File: src/rtl/pipeline_hazard_ctrl.sv
// Stall/flush sequencer for the 5-stage pipeline: load-use bubbles, taken-branch
// IF/ID flushes, and a full front-end freeze while a multi-cycle mult/div occupies EX.
module pipeline_hazard_ctrl #(
  parameter int MD_LATENCY = 32,
  parameter int CNT_W      = 16
) (
  input  logic             Clk,
  input  logic             Rst_n,
  input  logic             MemRead_EX,
  input  logic [4:0]       Rt_EX,
  input  logic [4:0]       Rs_ID,
  input  logic [4:0]       Rt_ID,
  input  logic             UsesRt_ID,
  input  logic             BranchTaken_ID,
  input  logic             MDStart_EX,
  output logic             PCWrite,
  output logic             IFID_Write,
  output logic             IFID_Flush,
  output logic             IDEX_Write,
  output logic             IDEX_Bubble,
  output logic             EXMEM_Bubble,
  output logic             MDBusy,
  output logic             MDDone,
  output logic [CNT_W-1:0] StallCnt
);

  typedef enum logic {RUN, MD_WAIT} state_t;

  state_t     state;
  logic [7:0] md_cnt;
  logic       lu;
  logic       freeze;

  // r0 is hardwired zero, so a load targeting it can never create a dependency.
  assign lu = MemRead_EX & (Rt_EX != 5'd0) &
              ((Rt_EX == Rs_ID) | (UsesRt_ID & (Rt_EX == Rt_ID)));

  assign freeze = (state == MD_WAIT) | MDStart_EX;

  // Controls are held inactive during reset so nothing in the pipe moves.
  always_comb begin
    PCWrite      = 1'b0;
    IFID_Write   = 1'b0;
    IFID_Flush   = 1'b0;
    IDEX_Write   = 1'b0;
    IDEX_Bubble  = 1'b0;
    EXMEM_Bubble = 1'b0;
    MDBusy       = 1'b0;
    if (Rst_n) begin
      PCWrite    = 1'b1;
      IFID_Write = 1'b1;
      IDEX_Write = 1'b1;
      if (freeze) begin
        PCWrite      = 1'b0;
        IFID_Write   = 1'b0;
        IDEX_Write   = 1'b0;
        EXMEM_Bubble = 1'b1;
        MDBusy       = (state == MD_WAIT);
      end else if (lu) begin
        PCWrite     = 1'b0;
        IFID_Write  = 1'b0;
        IDEX_Bubble = 1'b1;
      end else if (BranchTaken_ID) begin
        IFID_Flush = 1'b1;
      end
    end
  end

  always_ff @(posedge Clk or negedge Rst_n) begin
    if (!Rst_n) begin
      state    <= RUN;
      md_cnt   <= 8'd0;
      MDDone   <= 1'b0;
      StallCnt <= '0;
    end else begin
      MDDone <= 1'b0;
      case (state)
        RUN: begin
          if (MDStart_EX) begin
            state  <= MD_WAIT;
            md_cnt <= 8'(MD_LATENCY - 2);
          end
        end
        MD_WAIT: begin
          if (md_cnt == 8'd0) begin
            state  <= RUN;
            MDDone <= 1'b1;
          end else begin
            md_cnt <= md_cnt - 8'd1;
          end
        end
        default: state <= RUN;
      endcase
      if (!PCWrite && (StallCnt != {CNT_W{1'b1}}))
        StallCnt <= StallCnt + 1'b1;
    end
  end

endmodule
File: config.mk
export PLATFORM = sky130hd
export DESIGN_NAME = pipeline_hazard_ctrl
export DESIGN_NICKNAME = d
export VERILOG_FILES = /design/src/rtl/pipeline_hazard_ctrl.sv
export SDC_FILE = /design/constraint.sdc
export NUM_CORES = 1
export LEC_CHECK = 0
export CORE_MARGIN = 2
export CORE_UTILIZATION = 49
export CTS_CLUSTER_SIZE = 40
export DETAILED_ROUTE_END_ITERATION = 10
export PLACE_DENSITY = 0.88
export SLEW_MARGIN = 0
export SYNTH_ARGS = -nofsm -noshare
export SYNTH_HDL_FRONTEND = slang
export SYNTH_SLANG_ARGS = --single-unit
File: constraint.sdc
create_clock -name Clk -period 3.8 [get_ports Clk]
set_clock_uncertainty 0.15 [all_clocks]
set_input_delay 0.38 -clock Clk [delete_from_list [all_inputs] [get_ports Clk]]
set_output_delay 0.38 -clock Clk [all_outputs]
set_load 0.01 [all_outputs]
==> results_dict.tcl <==
set metrics [dict create \
    cts_resized 0 \
    cts_buffer_depth 2 \
    regToRegStartpoint "StallCnt[0]$_DFFE_PN0P_" \
    chipWidth_um 58.26 \
    relSlewSlack_pct 58.07 \
    rsz0062_at_grt "false" \
    pin_count 45 \
    area_growth_pct 35.47 \
    ys.flop_type "dfrtp_1" \
    wl_um 3056 \
    layout-drive-gt1-share_pct 5.820 \
    start_util_pct 51.87 \
    cts_tree "done" \
    cp-end-kind "output pin" \
    antenna_found_initial 0 \
    status "finished clean" \
    cp.arrival_ns 2.66 \
    grt_max_degree 29 \
    critPathLaunchType "primary input" \
    final-setup-viol-count 0 \
    cellPowerDensity_nw_per_um2 531.1 \
    port_buffers 44 \
    worstSkewPairLatency_ns 0.32 \
    crit_buf_inv 3 \
    wl_per_cell_um 13.89 \
    yosys_warnings 0 \
    vias 1215 \
    synth_area_leader_cell "dfrtp_1" \
    n_fill_cell 223 \
    drc_errors 0 \
    synth_cells 142 \
    final_cell_mix "clkdlybuf4s50_1 (44), dfrtp_1 (26), xor2_1 (17)" \
    crit_fanout 7 \
    synth_area_um2 1443 \
    leakagePower_nw 0.8010 \
    ant_nets 0 \
    clock-root-buffer "clkbuf_4" \
    dp_hpwl_um 2435 \
    routabilityCongestion 0.8499 \
    worst_slew_pin_slew_ns 0.6273 \
    htreeDepth 1 \
    fin_crit_ns 3.193 \
    dieArea_um2 3394 \
    synth-seq-cells 26 \
    hold_viol_final 0 \
    drt_pass1_iterations 4 \
    worstHoldPathType "primary input to async pin" \
    drtIter0Drc 19 \
    via_per_inst 5.523 \
    yosysSeqAreaShare_pct 45.10 \
    synth_nets 166 \
    criticalPathCategory "primary input to output pin" \
    yosysUniqueCellTypes 34 \
    cts_buffers 3 \
    synth_top_area_share_pct 45.10 \
    cap_viol_max_count 0 \
    critPathMaxStageDelay_ns 0.55 \
    ir_worst_vdd_mv 0.3704 \
    reg2reg_depth 7 \
    finalSetupTns_ns 0 \
    n_antenna_cell 0 \
    crit_chain "clkdlybuf4s50_1 -> or4_1 -> o21ai_1 -> o21ai_1 -> inv_1 -> and2_1 -> clkdlybuf4s50_1" \
    grt_first_pass_wirelength_um 5092 \
    max_freq_mhz 313.1 \
    reg2reg_to "StallCnt[1]$_DFFE_PN0P_" \
    die_h_um 58.26 \
    period_share_pct 84.04 \
    register_area_um2 650.6 \
    final_common_cell "clkdlybuf4s50_1" \
    finalMaxSlewViolations 0 \
    netlist_top_cells_area "dfrtp_1 (45%), xor2_1 (10%), xnor2_1 (7.9%)" \
    avgSynthCellArea_um2 10.16 \
    track_usage_pct 19.51 \
    cts_hold_buffers 0 \
    grt-ovfl-total 0 \
    multi_input_area_um2 754.5 \
    clkSinkCount 26 \
    first_global_vias 1200 \
    regToRegSetupSlack_ns 1.43 \
    synth_edf_count 0 \
    synthArstFlopShare_pct 100.0 \
    power_mw 1.038 \
    post-cts-setup-buffer-count 0 \
    path_clk_slew_ns 0.14 \
    cp.required_ns 3.27 \
    nets 214 \
    coreArea_um2 2781 \
    crit_family "buffers and inverters" \
    row_count 19 \
    crit_slowest_cell "or4_1" \
]
[metal layers]
layer	global-route usage [%]	part of all wire, %	vias to the layer above
met5	0	0	-
met4	5.648	0.69	0
met3	3.348	5.5	3
met2	34.19	51	43
met1	24.57	42	585
li1	-	-	584
[cells by family after synthesis]
logic type / after synthesis / share of synthesized area [%]
xor gates and xnor gates: 30 / 18.21
and+or+nand+nor: 59 / 23.33
DFF: 26 / 45.10
buffers and inverters: 8 / 2.601
muxes: 1 / 0.7805
AOI/OAI and AO/OA: 15 / 7.373
adders and majority gates: 3 / 2.602
[sequential cells by signal, indices dropped and copies added, names as in the netlist]
| signal | flops |
|---|---|
| md_cnt | 8 |
| StallCnt | 16 |
| state | 1 |
| MDDone | 1 |
[through the flow]
| step | cells | setup WS, ns | util, % | area (um^2) | hold WS [ns] |
|---|---|---|---|---|---|
| floorplan | 142 | 1.653 | - | 1443 | -0.06559 |
| global placement | 216 | 0.6733 | 68.96 | 1918 | 0.3251 |
| detailed placement | 216 | 0.6054 | 68.96 | 1918 | 0.3474 |
| CTS | 220 | 0.5961 | 70.27 | 1954 | 0.3485 |
| global route | 220 | 0.4091 | 70.27 | 1954 | 0.3445 |
| finish | 220 | 0.6065 | 70.27 | 1954 | 0.3429 |
[cell type report]
cell class | instances | share of cell area, %
Sequential cell | 26 | 33.29
Inverter | 5 | 0.9603
Timing Repair Buffer | 46 | 23.30
Clock buffer | 4 | 1.857
Tap cell | 31 | 1.985
Multi-Input combinational cell | 108 | 38.60
[where the power goes]
group	internal (mW)	leakage, nW	switching [mW]	total [mW]
clock	0.0586	0.0210	0.0790	0.138
sequential	0.368	0.320	0.116	0.483
combinational	0.236	0.460	0.181	0.417
[synth_stat cells, drive strengths merged (3+ instances only)]
master  instances
nor2b           4
nand2          11
a21oi           5
ha              3
xor2           17
nor3            5
and3            5
inv             5
and2            4
xnor2          13
nor2           10
nor3b           3
nand4           4
nand3           5
dfrtp          26
[worst max path at each step]
stage / start / endpoint / cells after the start
6_report: Rt_EX[1] / IFID_Flush / 7
5_1_grt: Rt_EX[1] / IFID_Flush / 7
4_1_cts: Rt_EX[1] / IFID_Flush / 7
3_5_place_dp: Rt_EX[1] / IFID_Flush / 7
3_3_place_gp: Rt_EX[1] / IFID_Flush / 7
2_1_floorplan: Rt_EX[1] / IFID_Flush / 5
Power figures use the tool's default switching activity.
